<file path="src/rtl/nibble_serial_adder.sv">
// nibble_serial_adder: WIDTH-bit adder that reuses one 4-bit ripple slice,
// one nibble per clock (LSB first), with valid/ready on both sides.

// fulladder_parameter: W-bit combinational adder slice with carry in/out.
module fulladder_parameter #(
    parameter int W = 4
) (
    input  logic [W-1:0] a_i,
    input  logic [W-1:0] b_i,
    input  logic         c_i,
    output logic [W-1:0] s_o,
    output logic         c_o
);
    logic [W:0] w_full;

    // Widen by one bit so the carry-out falls out of the addition.
    assign w_full = {1'b0, a_i} + {1'b0, b_i} + {{W{1'b0}}, c_i};
    assign s_o    = w_full[W-1:0];
    assign c_o    = w_full[W];
endmodule

module nibble_serial_adder #(
    parameter int WIDTH = 32
) (
    input  logic             clk_i,
    input  logic             rst_ni,
    input  logic             valid_i,
    output logic             ready_o,
    input  logic [WIDTH-1:0] a_i,
    input  logic [WIDTH-1:0] b_i,
    input  logic             carry_i,
    output logic             valid_o,
    input  logic             ready_i,
    output logic [WIDTH-1:0] sum_o,
    output logic             carry_o
);
    localparam int N  = WIDTH / 4;
    localparam int CW = (N > 1) ? $clog2(N) : 1;
    localparam logic [CW-1:0] LAST = CW'(N - 1);

    generate
        if ((WIDTH % 4) != 0 || WIDTH < 4) begin : g_bad_width
            $fatal(1, "nibble_serial_adder: WIDTH must be a multiple of 4 and >= 4");
        end
    endgenerate

    typedef enum logic [1:0] {
        S_IDLE = 2'd0,
        S_CALC = 2'd1,
        S_DONE = 2'd2
    } state_t;

    state_t                r_state;
    state_t                w_state_d;
    logic [CW-1:0]         r_cnt;
    logic [N-1:0][3:0]     r_a_q;
    logic [N-1:0][3:0]     r_b_q;
    logic                  r_c_q;
    logic [N-1:0][3:0]     r_sum_q;
    logic [N-1:0][3:0]     w_sum_next;
    logic [3:0]            w_slice_s;
    logic                  w_slice_c;
    logic [WIDTH-1:0]      r_sum_o;
    logic                  r_carry_o;

    // The single shared slice: current nibble of each operand plus the running carry.
    fulladder_parameter #(.W(4)) u_slice (
        .a_i (r_a_q[r_cnt]),
        .b_i (r_b_q[r_cnt]),
        .c_i (r_c_q),
        .s_o (w_slice_s),
        .c_o (w_slice_c)
    );

    // Partial sum with the current nibble merged in; also feeds the output on the last step.
    always_comb begin
        w_sum_next        = r_sum_q;
        w_sum_next[r_cnt] = w_slice_s;
    end

    // Next-state decode; ready/valid are pure functions of state.
    always_comb begin
        w_state_d = r_state;
        case (r_state)
            S_IDLE:  if (valid_i)        w_state_d = S_CALC;
            S_CALC:  if (r_cnt == LAST)  w_state_d = S_DONE;
            S_DONE:  if (ready_i)        w_state_d = S_IDLE;
            default:                     w_state_d = S_IDLE;
        endcase
    end

    // State register; reset wins over any pending handshake.
    always_ff @(posedge clk_i) begin
        if (!rst_ni) r_state <= S_IDLE;
        else         r_state <= w_state_d;
    end

    // Operand capture, per-nibble accumulation and result publication.
    always_ff @(posedge clk_i) begin
        if (!rst_ni) begin
            r_cnt     <= '0;
            r_a_q     <= '0;
            r_b_q     <= '0;
            r_c_q     <= 1'b0;
            r_sum_q   <= '0;
            r_sum_o   <= '0;
            r_carry_o <= 1'b0;
        end else begin
            case (r_state)
                S_IDLE: begin
                    if (valid_i) begin
                        r_a_q   <= a_i;
                        r_b_q   <= b_i;
                        r_c_q   <= carry_i;
                        r_cnt   <= '0;
                        r_sum_q <= '0;
                    end
                end
                S_CALC: begin
                    r_sum_q <= w_sum_next;
                    r_c_q   <= w_slice_c;
                    if (r_cnt == LAST) begin
                        // Output regs only move here, so the previous result
                        // stays visible until this one is complete.
                        r_sum_o   <= w_sum_next;
                        r_carry_o <= w_slice_c;
                    end else begin
                        r_cnt <= r_cnt + CW'(1);
                    end
                end
                default: ;
            endcase
        end
    end

    assign ready_o = (r_state == S_IDLE) && rst_ni;
    assign valid_o = (r_state == S_DONE);
    assign sum_o   = r_sum_o;
    assign carry_o = r_carry_o;
endmodule

</file>
<file path="config.mk">
export PLATFORM = sky130hd
export DESIGN_NAME = nibble_serial_adder
export DESIGN_NICKNAME = d
export VERILOG_FILES = /design/src/rtl/nibble_serial_adder.sv
export SDC_FILE = /design/constraint.sdc
export NUM_CORES = 1
export LEC_CHECK = 0
export CAP_MARGIN = 20
export CORE_MARGIN = 3
export CORE_UTILIZATION = 30
export CTS_BUF_LIST = sky130_fd_sc_hd__clkbuf_4
export DETAILED_ROUTE_END_ITERATION = 10
export PLACE_DENSITY = 0.5
export SETUP_SLACK_MARGIN = 0.05
export SYNTH_ARGS = -nofsm -noshare
export SYNTH_HDL_FRONTEND = slang
export SYNTH_SLANG_ARGS = --single-unit
</file>
<file path="constraint.sdc">
create_clock -name clk_i -period 10.1 [get_ports clk_i]
set_input_delay 2.02 -clock clk_i [delete_from_list [all_inputs] [get_ports clk_i]]
set_output_delay 2.02 -clock clk_i [all_outputs]
set_load 0.1 [all_outputs]
</file>
==> results of run 1 <==
## report_power, final
group | internal, mW | total [mW] | switching [mW]
registers | 0.550 | 0.560 | 0.0102
logic | 0.0602 | 0.145 | 0.0851
clock network | 0.150 | 0.340 | 0.190
total | 0.760 | 1.04 | 0.285
## critical path: stages
cell	delay, ps
sky130_fd_sc_hd__buf_2	80
sky130_fd_sc_hd__buf_4	660
sky130_fd_sc_hd__inv_1	90
sky130_fd_sc_hd__buf_4	330
sky130_fd_sc_hd__nor3_1	220
sky130_fd_sc_hd__clkdlybuf4s50_1	1170
## metal layers
layer  vias to the layer above  GRT usage  routed length (um)
met5                         -          0                   0
met4                         0     0.0388                 169
met3                        11     0.0380                 722
met2                       108      0.253                7830
met1                      2440      0.200                7510
li1                       2596          -                   -
## stage by stage
stage          power [mW]   util
6_report             1.04  0.382
5_1_grt              1.10  0.382
4_1_cts              1.06  0.382
3_5_place_dp        0.718  0.368
3_3_place_gp        0.715  0.367
2_1_floorplan       0.658      -
## kinds of logic after synthesis
kind of cell	Yosys count	share of synthesized area
adder cells (fa/ha/maj)	7	0.0170
AND/OR/NAND/NOR	289	0.208
flip-flops	135	0.447
XOR/XNOR	2	0.00290
buffers and inverters	62	0.0445
multiplexers	27	0.0672
AO/OA/AOI/OAI	182	0.213
## Yosys cell counts, drive strengths merged (8+ instances only)
library cell | instances | area (um^2)
a21boi | 62 | 465
mux4 | 10 | 225
a21oi | 20 | 100
nand2 | 182 | 683
nor2b | 10 | 62.6
dfxtp | 135 | 2700
o211ai | 10 | 75.1
o21ai | 25 | 125
mux2 | 9 | 101
nand3 | 15 | 75.1
a311oi | 10 | 87.6
buf | 25 | 130
mux2i | 8 | 80.1
a22oi | 30 | 225
clkbuf | 32 | 120
nor2 | 50 | 195
## layout make-up
| type | count | area (um^2) | share of cell area |
|---|---|---|---|
| clock buffer | 20 | 150 | 0.0200 |
| sequential | 135 | 2700 | 0.360 |
| multi-input combinational | 507 | 3080 | 0.411 |
| tap | 265 | 332 | 0.0442 |
| inverter | 5 | 18.8 | 0.00250 |
| clock inverter | 12 | 110 | 0.0147 |
| antenna | 1 | 2.50 | 0.000333 |
| timing repair buffer | 111 | 1110 | 0.147 |
## sequential cells by signal (all words and copies together) (netlist names)
signal	flops
r_a_q	32
carry_o	1
r_c_q	1
r_state	2
sum_o	32
r_cnt	3
r_sum_q	32
r_b_q	32
## worst paths after layout
| kind | end | cells after the start |
|---|---|---|
| max | ready_o | 6 |
| min | sum_o[26] | 2 |
| max reg2reg | r_sum_q[30] | 9 |
| min reg2reg | sum_o[26] | 2 |
==> impl_table.tex, run 1 <==
\begin{tabular}{lr}
\hline
Metric & Value \\
\hline
\multicolumn{2}{l}{\textbf{Placement}} \\
IO buf count & 103 \\
HPWL after detailed placement & 10.9 mm \\
Final Wtd Congestion & 0.746 \\
Worst setup slack after placement & 3460 ps \\
Placed insts & 1023 \\
Placed cell areas & 7240 um\^{}2 \\
\multicolumn{2}{l}{\textbf{Logic synthesis}} \\
Synthesized instance count & 704 \\
Dominant register cell in the synthesized netlist & sky130\_fd\_sc\_hd\_\_dfxtp\_1 \\
Count of flip-flops with a built-in enable after synthesis & 0 \\
Register area share after synthesis & 0.447 \\
Post-synthesis instance area & 6050 um\^{}2 \\
Avg Inst Size Synth & 8.59 um\^{}2 \\
Seq cells post-synth & 135 \\
Yosys Warn Count & 0 \\
Synth unique cells & 48 \\
Asr flop ratio synth & 0 \\
Net count after synthesis & 780 \\
\multicolumn{2}{l}{\textbf{Timing}} \\
Slew margin rel. & 0.238 \\
Final TNS setup & 0 ps \\
RSZ-0062 raised after global routing & no \\
Worst clock skew & 17.7 ps \\
Final setup margin & 3450 ps \\
Tightest Pin Transition & 1130 ps \\
Number of pins with negative max-slew slack in the final report & 0 \\
Fin crit period & 6650 ps \\
Number of failing setup endpoints in the final timing report & 0 \\
Maximum clock frequency & 0.150 GHz \\
Tcrit/Tclk final & 0.658 \\
Final hold violation count & 0 \\
Worst Hold Slack & 453 ps \\
\multicolumn{2}{l}{\textbf{Clocking}} \\
Clock tree from TritonCTS & built \\
Source-to-sink clock delay at the later pin of the worst-skew pair & 540 ps \\
CTS clk-pin slew, worst paths & 90 ps \\
CTS hold repair buffers & 0 \\
Number of cells upsized or downsized after cts & 0 \\
Clock net sink count & 135 \\
Maximum buffer depth of the clock tree & 2 \\
Number of buffers added by the clock tree synthesis step & 17 \\
Root cell of the clock tree & sky130\_fd\_sc\_hd\_\_clkbuf\_4 \\
H-tree level count & 4 \\
Post-CTS setup buffers & 0 \\
\multicolumn{2}{l}{\textbf{Route}} \\
Antenna-violating nets left & 0 \\
Final WL & 16.2 mm \\
DR vias/cell & 4.88 \\
Post-DR wirelength/cell & 15.4 um \\
Drc violations & 0 \\
Number of optimization iterations in the first detailed-route pass & 6 \\
Via count & 5155 \\
Number of DRC violations after detailed-routing iteration 0 & 250 \\
\multicolumn{2}{l}{\textbf{Power}} \\
Max rail drop VDD & 0.0000613 V \\
Cell area power density & 139 nW/um\^{}2 \\
Static leakage & 2.62 nW \\
\multicolumn{2}{l}{\textbf{Worst setup path}} \\
Largest driver fanout on the critical path & 98 \\
Launching point of the worst reg2reg path & r\_cnt[0] \\
Setup crit start kind & input port \\
Critical path capture point type & output pin \\
Worst Setup Path Type & in -> out \\
First element of the critical path & rst\_ni \\
Register-to-register path setup slack & 5540 ps \\
Required time of the critical path & 8080 ps \\
Arrival time at the worst endpoint & 4630 ps \\
\multicolumn{2}{l}{\textbf{Cells and area}} \\
Most common cell after layout, fill and taps aside & sky130\_fd\_sc\_hd\_\_nand2\_1 \\
Layout cell share with drive strength beyond 1 & 0.0861 \\
Number of cells in the finished layout apart from fillers & 1056 \\
Net count of the finished layout & 853 \\
Layout fillers & 2106 \\
Area overhead of the layout relative to synthesis & 24.1\% \\
Summed area of non-filler cells in the final layout & 7500 um\^{}2 \\
Highest-count cells in the layout ignoring fill and taps & 182 x sky130\_fd\_sc\_hd\_\_nand2\_1, 135 x sky130\_fd\_sc\_hd\_\_dfxtp\_1, 102 x sky130\_fd\_sc\_hd\_\_clkdlybuf4s50\_1 \\
\multicolumn{2}{l}{\textbf{Die}} \\
DIE HEIGHT & 148 um \\
IO Count & 104 \\
Full die area & 21900 um\^{}2 \\
Core outline area & 19700 um\^{}2 \\
Rows & 51 \\
Starting Density & 0.308 \\
Die boundary width & 148 um \\
\multicolumn{2}{l}{\textbf{Run status}} \\
Run status & finished clean \\
\multicolumn{2}{l}{\textbf{Worst hold path}} \\
HP Start & sum\_o[26] \\
Tightest Hold Check Type & reg -> reg \\
\multicolumn{2}{l}{\textbf{Global routing}} \\
First-pass GRT wire length & 26.6 mm \\
Maximum number of pins on one net before global-route repair & 99 \\
Number of global-route vias before repair & 5189 \\
Total Routing Usage GR & 0.152 \\
Antenna violations before repair & 1 \\
Global route overflow & 0 \\
\multicolumn{2}{l}{\textbf{Run}} \\
Max-capacitance violation count & 0 \\
\hline
\end{tabular}
Note: power is estimated with default switching activity, not from simulation.
==> run 2: changes to the inputs <==
==> constraint.sdc (replaced) <==
create_clock -name clk_i -period 6.51 [get_ports clk_i]
set_input_delay 1.302 -clock clk_i [delete_from_list [all_inputs] [get_ports clk_i]]
set_output_delay 1.302 -clock clk_i [all_outputs]
set_load 0.1 [all_outputs]
==> impl_table.tex, run 2 (synthesis gave the netlist of run 1 again) <==
\begin{tabular}{lr}
\hline
Metric & Value \\
\hline
\multicolumn{2}{l}{\textbf{Run status}} \\
Run status & finished clean \\
\multicolumn{2}{l}{\textbf{Die}} \\
Rows & 51 \\
Full die area & 21900 um\^{}2 \\
Starting Density & 0.308 \\
Core outline area & 19700 um\^{}2 \\
Die boundary width & 148 um \\
IO Count & 104 \\
DIE HEIGHT & 148 um \\
\multicolumn{2}{l}{\textbf{Route}} \\
Final WL & 16.4 mm \\
DR vias/cell & 4.90 \\
Antenna-violating nets left & 0 \\
Number of optimization iterations in the first detailed-route pass & 7 \\
Drc violations & 0 \\
Number of DRC violations after detailed-routing iteration 0 & 308 \\
Via count & 5180 \\
Post-DR wirelength/cell & 15.5 um \\
\multicolumn{2}{l}{\textbf{Timing}} \\
Fin crit period & 4420 ps \\
Worst clock skew & 24.0 ps \\
Final TNS setup & 0 ps \\
Number of failing setup endpoints in the final timing report & 0 \\
Worst Hold Slack & 460 ps \\
Final hold violation count & 0 \\
RSZ-0062 raised after global routing & no \\
Tightest Pin Transition & 984 ps \\
Number of pins with negative max-slew slack in the final report & 0 \\
Slew margin rel. & 0.342 \\
Tcrit/Tclk final & 0.679 \\
Maximum clock frequency & 0.226 GHz \\
\multicolumn{2}{l}{\textbf{Worst setup path}} \\
Setup crit start kind & flop \\
Maximum cell stage delay along the critical path & 770 ps \\
Largest driver fanout on the critical path & 18 \\
Critical path capture point type & flop \\
Arrival time at the worst endpoint & 4830 ps \\
Required time of the critical path & 6920 ps \\
Worst Setup Path Type & reg -> reg \\
Cell-by-cell listing of the critical path & buf\_4 -> mux4\_2 -> mux2\_2 -> fa\_1 -> fa\_1 -> xnor2\_1 -> nor2\_1 -> a22oi\_1 -> nor2\_1 \\
First element of the critical path & r\_cnt[0] \\
Critical-path top delay cell & sky130\_fd\_sc\_hd\_\_xnor2\_1 \\
Register-to-register path setup slack & 2090 ps \\
Launching point of the worst reg2reg path & r\_cnt[0] \\
\multicolumn{2}{l}{\textbf{Clocking}} \\
Post-CTS setup buffers & 0 \\
Number of cells upsized or downsized after cts & 0 \\
CTS clk-pin slew, worst paths & 110 ps \\
Maximum buffer depth of the clock tree & 2 \\
CTS hold repair buffers & 0 \\
Clock tree from TritonCTS & built \\
H-tree level count & 4 \\
Clock net sink count & 135 \\
Number of buffers added by the clock tree synthesis step & 17 \\
Source-to-sink clock delay at the later pin of the worst-skew pair & 530 ps \\
Root cell of the clock tree & sky130\_fd\_sc\_hd\_\_clkbuf\_4 \\
\multicolumn{2}{l}{\textbf{Global routing}} \\
Total Routing Usage GR & 0.153 \\
First-pass GRT wire length & 26.4 mm \\
Maximum number of pins on one net before global-route repair & 98 \\
Global route overflow & 0 \\
Number of global-route vias before repair & 5122 \\
Antenna violations before repair & 1 \\
\multicolumn{2}{l}{\textbf{Worst hold path}} \\
HP Start & r\_b\_q[29] \\
Tightest Hold Check Type & reg -> reg \\
\multicolumn{2}{l}{\textbf{Cells and area}} \\
Most common cell after layout, fill and taps aside & sky130\_fd\_sc\_hd\_\_nand2\_1 \\
Net count of the finished layout & 854 \\
Layout fillers & 2079 \\
Post-layout utilization of the core & 0.383 \\
Area overhead of the layout relative to synthesis & 24.5\% \\
Layout cell share with drive strength beyond 1 & 0.0872 \\
Highest-count cells in the layout ignoring fill and taps & 182 x sky130\_fd\_sc\_hd\_\_nand2\_1, 135 x sky130\_fd\_sc\_hd\_\_dfxtp\_1, 101 x sky130\_fd\_sc\_hd\_\_clkdlybuf4s50\_1 \\
\multicolumn{2}{l}{\textbf{Placement}} \\
IO buf count & 103 \\
Final Wtd Congestion & 0.796 \\
HPWL after detailed placement & 11.6 mm \\
\multicolumn{2}{l}{\textbf{Power}} \\
Switching power of the nets & 0.441 mW \\
Combinational group share of total power & 0.133 \\
Cell area power density & 221 nW/um\^{}2 \\
Proportion of power drawn by the clock network & 0.343 \\
Internal power summed over all cells & 1.22 mW \\
Max rail drop VDD & 0.0000839 V \\
Proportion of power drawn by flip-flops and latches & 0.524 \\
Static leakage & 2.63 nW \\
Switching power as a share of total power & 0.265 \\
\multicolumn{2}{l}{\textbf{Run}} \\
Max-capacitance violation count & 0 \\
\hline
\end{tabular}
==> run 2: changes by cell type in the layout (fill, tap and decap cells not counted), sizes merged <==
cell | before | now
buf | 9 | 11
bufinv | 2 | 3
clkbuf | 20 | 21
clkdlybuf4s50 | 102 | 101
clkinv | 9 | 6
clkinvlp | 1 | 2
diode | 1 | 2
==> run 2: metal layers <==
| layer | GRT usage | vias to the layer above | wire length [um] |
|---|---|---|---|
| met5 | 0 | - | 0 |
| met4 | 0.0397 | 0 | 154 |
| met3 | 0.0411 | 14 | 750 |
| met2 | 0.257 | 123 | 8050 |
| met1 | 0.194 | 2451 | 7470 |
| li1 | - | 2592 | - |
==> run 2: final cells by class <==
class	instances	area (um^2)	share of cell area
well taps	265	332	0.0440
flip-flops and latches	135	2700	0.359
diodes	2	5.00	0.000664
repair buffers	112	1100	0.147
multi-input cells	507	3080	0.409
clock inverters	11	131	0.0174
clock buffers	21	158	0.0209
inverters	5	18.8	0.00249
==> run 2: path summary, 6_finish.rpt <==
kind | cells past startpoint | endpoint
worst min-delay path | 2 | r_b_q[29]
worst min register to register | 2 | r_b_q[29]
worst max-delay path | 9 | r_sum_q[6]
worst max register to register | 9 | r_sum_q[6]
==> run 2: metrics by stage <==
stage	worst slack [ps]	power (mW)	cell area [um^2]	instances
global placement	2320	1.11	7220	1023
floorplan	1370	1.02	6050	704
detailed placement	2100	1.11	7240	1024
CTS	2070	1.69	7530	1056
global route	1810	1.75	7530	1058
finish	2090	1.67	7530	1058
==> run 2: critical path, delay by kind of cell, from the launching register on <==
family          cells  cell delay (ps)
simple gates        2              460
fa+ha+maj           2              850
xor+xnor            1              770
flops               1              760
buf+inv             1              370
compound gates      1              270
mux                 2              830
==> run 2: power by group through the flow <==
stage	sequential (mW)	combinational [mW]	clock, mW
after floorplan	0.882	0.139	0
after global routing	0.877	0.244	0.629
after global placement	0.893	0.218	0
final	0.873	0.221	0.571
after detailed placement	0.893	0.222	0
after CTS	0.874	0.223	0.595
==> run 3: changes to the inputs <==
--- a/config.mk
+++ b/config.mk
@@ -10,7 +10,7 @@
 export CORE_UTILIZATION = 30
 export CTS_BUF_LIST = sky130_fd_sc_hd__clkbuf_4
 export DETAILED_ROUTE_END_ITERATION = 10
-export PLACE_DENSITY = 0.5
+export PLACE_DENSITY = 0.52
 export SETUP_SLACK_MARGIN = 0.05
 export SYNTH_ARGS = -nofsm -noshare
 export SYNTH_HDL_FRONTEND = slang
==> constraint.sdc (replaced) <==
create_clock -name clk_i -period 4 [get_ports clk_i]
set_input_delay 0.8 -clock clk_i [delete_from_list [all_inputs] [get_ports clk_i]]
set_output_delay 0.8 -clock clk_i [all_outputs]
set_load 0.1 [all_outputs]
==> impl_table.tex, run 3 (synthesis gave the netlist of run 1 again) <==
\begin{tabular}{lr}
\hline
Metric & Value \\
\hline
\multicolumn{2}{l}{\textbf{Run status}} \\
Run status & finished clean \\
\multicolumn{2}{l}{\textbf{Power}} \\
Combinational group share of total power & 0.129 \\
Cell area power density & 374 nW/um\^{}2 \\
Switching power as a share of total power & 0.264 \\
Proportion of power drawn by flip-flops and latches & 0.498 \\
Switching power of the nets & 0.751 mW \\
Static leakage & 2.68 nW \\
Proportion of power drawn by the clock network & 0.372 \\
Max rail drop VDD & 0.000149 V \\
Internal power summed over all cells & 2.10 mW \\
\multicolumn{2}{l}{\textbf{Die}} \\
Rows & 51 \\
IO Count & 104 \\
DIE HEIGHT & 148 um \\
Full die area & 21900 um\^{}2 \\
Starting Density & 0.308 \\
Core outline area & 19700 um\^{}2 \\
Die boundary width & 148 um \\
\multicolumn{2}{l}{\textbf{Placement}} \\
Placed cell areas & 7300 um\^{}2 \\
Final Wtd Congestion & 0.821 \\
HPWL after detailed placement & 11.8 mm \\
IO buf count & 103 \\
Placed insts & 1031 \\
\multicolumn{2}{l}{\textbf{Route}} \\
Post-DR wirelength/cell & 15.4 um \\
Final WL & 16.4 mm \\
Number of optimization iterations in the first detailed-route pass & 5 \\
Number of DRC violations after detailed-routing iteration 0 & 387 \\
Drc violations & 0 \\
DR vias/cell & 4.92 \\
Via count & 5230 \\
Antenna-violating nets left & 0 \\
\multicolumn{2}{l}{\textbf{Timing}} \\
Fin crit period & 3660 ps \\
RSZ-0062 raised after global routing & no \\
Number of pins with negative max-slew slack in the final report & 0 \\
Final hold violation count & 0 \\
Worst clock skew & 19.6 ps \\
Maximum clock frequency & 0.274 GHz \\
Tcrit/Tclk final & 0.914 \\
Final TNS setup & 0 ps \\
Slew margin rel. & 0.350 \\
Tightest Pin Transition & 972 ps \\
Number of failing setup endpoints in the final timing report & 0 \\
\multicolumn{2}{l}{\textbf{Cells and area}} \\
Number of cells in the finished layout apart from fillers & 1063 \\
Highest-count cells in the layout ignoring fill and taps & 182 x sky130\_fd\_sc\_hd\_\_nand2\_1, 135 x sky130\_fd\_sc\_hd\_\_dfxtp\_1, 101 x sky130\_fd\_sc\_hd\_\_clkdlybuf4s50\_1 \\
Post-layout utilization of the core & 0.388 \\
Net count of the finished layout & 861 \\
Most common cell after layout, fill and taps aside & sky130\_fd\_sc\_hd\_\_nand2\_1 \\
Area overhead of the layout relative to synthesis & 26.2\% \\
Summed area of non-filler cells in the final layout & 7630 um\^{}2 \\
Layout cell share with drive strength beyond 1 & 0.0952 \\
Inserted Diodes & 0 \\
Layout fillers & 2053 \\
\multicolumn{2}{l}{\textbf{Worst hold path}} \\
Min-Delay Endpoint & sum\_o[30] \\
Tightest Hold Check Type & reg -> reg \\
HP Start & sum\_o[30] \\
Cell depth of the worst min-delay path & 2 \\
\multicolumn{2}{l}{\textbf{Global routing}} \\
Total Routing Usage GR & 0.154 \\
Maximum number of pins on one net before global-route repair & 98 \\
Global route overflow & 0 \\
Number of global-route vias before repair & 5275 \\
First-pass GRT wire length & 27.1 mm \\
Antenna violations before repair & 0 \\
\multicolumn{2}{l}{\textbf{Worst setup path}} \\
Required time of the critical path & 4500 ps \\
Critical-path top delay cell & sky130\_fd\_sc\_hd\_\_dfxtp\_1 \\
Arrival time at the worst endpoint & 4150 ps \\
Register-to-register path setup slack & 340 ps \\
Number of cells on the worst reg-to-reg path & 8 \\
Largest delay share family, worst path & flip-flops \\
Setup crit start kind & flop \\
Worst Setup Path Type & reg -> reg \\
Largest driver fanout on the critical path & 21 \\
Combined buffer and inverter count along the critical path & 0 \\
Critical path capture point type & flop \\
Maximum cell stage delay along the critical path & 880 ps \\
Cell-by-cell listing of the critical path & mux4\_2 -> mux2\_2 -> fa\_1 -> fa\_1 -> xnor2\_1 -> nor2\_1 -> a22oi\_1 -> nor2\_1 \\
End of the worst register-to-register path & r\_sum\_q[6] \\
First element of the critical path & r\_cnt[2] \\
Launching point of the worst reg2reg path & r\_cnt[2] \\
\multicolumn{2}{l}{\textbf{Clocking}} \\
Number of buffers added by the clock tree synthesis step & 17 \\
Source-to-sink clock delay at the later pin of the worst-skew pair & 570 ps \\
Clock tree from TritonCTS & built \\
Maximum buffer depth of the clock tree & 2 \\
Clock net sink count & 135 \\
H-tree level count & 4 \\
Root cell of the clock tree & sky130\_fd\_sc\_hd\_\_clkbuf\_4 \\
CTS clk-pin slew, worst paths & 120 ps \\
Number of cells upsized or downsized after cts & 0 \\
CTS hold repair buffers & 0 \\
Post-CTS setup buffers & 0 \\
\multicolumn{2}{l}{\textbf{Run}} \\
Max-capacitance violation count & 0 \\
\hline
\end{tabular}
[run 3: cell count changes in the layout (fill, tap and decap cells not counted)]
cell	change
sky130_fd_sc_hd__buf_4	+7
sky130_fd_sc_hd__bufinv_16	+2
sky130_fd_sc_hd__clkbuf_4	-4
sky130_fd_sc_hd__clkinv_1	+1
sky130_fd_sc_hd__clkinv_2	-1
sky130_fd_sc_hd__clkinv_4	+1
sky130_fd_sc_hd__diode_2	-2
sky130_fd_sc_hd__inv_6	+1
sky130_fd_sc_hd__nor3_1	-1
sky130_fd_sc_hd__nor3_2	+1
[run 3: metal layers]
| layer | track usage | up-vias | share of wire |
|---|---|---|---|
| li1 | - | 2613 | - |
| met1 | 0.204 | 2457 | 0.46 |
| met2 | 0.251 | 142 | 0.47 |
| met3 | 0.0380 | 18 | 0.048 |
| met4 | 0.0430 | 0 | 0.013 |
| met5 | 0 | - | 0 |
[run 3: worst min-delay path: stages (launching register included)]
cell and delay [ps]:
sky130_fd_sc_hd__dfxtp_1 330, sky130_fd_sc_hd__nand2_1 50, sky130_fd_sc_hd__a21oi_1 50
[run 3: how the worst max path moves through the flow]
stage                             end  slack (ps)  cells past startpoint
after floorplan           r_sum_q[26]         670                     10
after global placement     r_sum_q[6]         580                      8
after detailed placement   r_sum_q[6]         370                      8
after CTS                  r_sum_q[6]         340                      8
after global routing       r_sum_q[6]         190                      8
final                      r_sum_q[6]         340                      8
[run 3: power by group through the flow]
stage	clock network (mW)	logic (mW)	registers [mW]
after floorplan	0	0.227	1.44
after global placement	0	0.365	1.45
after detailed placement	0	0.374	1.45
after CTS	1.10	0.374	1.42
after global routing	1.15	0.411	1.43
final	1.06	0.369	1.42
[run 3: final cells by class]
class	instances	area, um^2	share of cell area
clock buffers	17	128	0.0167
clock inverters	15	208	0.0272
inverters	5	18.8	0.00246
multi-input cells	507	3090	0.404
flip-flops and latches	135	2700	0.354
well taps	265	332	0.0434
repair buffers	119	1160	0.152
[run 3: stage by stage]
step	hold WS [ps]	total power [mW]	setup slack [ps]
floorplan	433	1.66	671
global placement	439	1.82	584
detailed placement	447	1.83	373
CTS	465	2.89	335
global route	486	2.99	185
finish	459	2.85	344
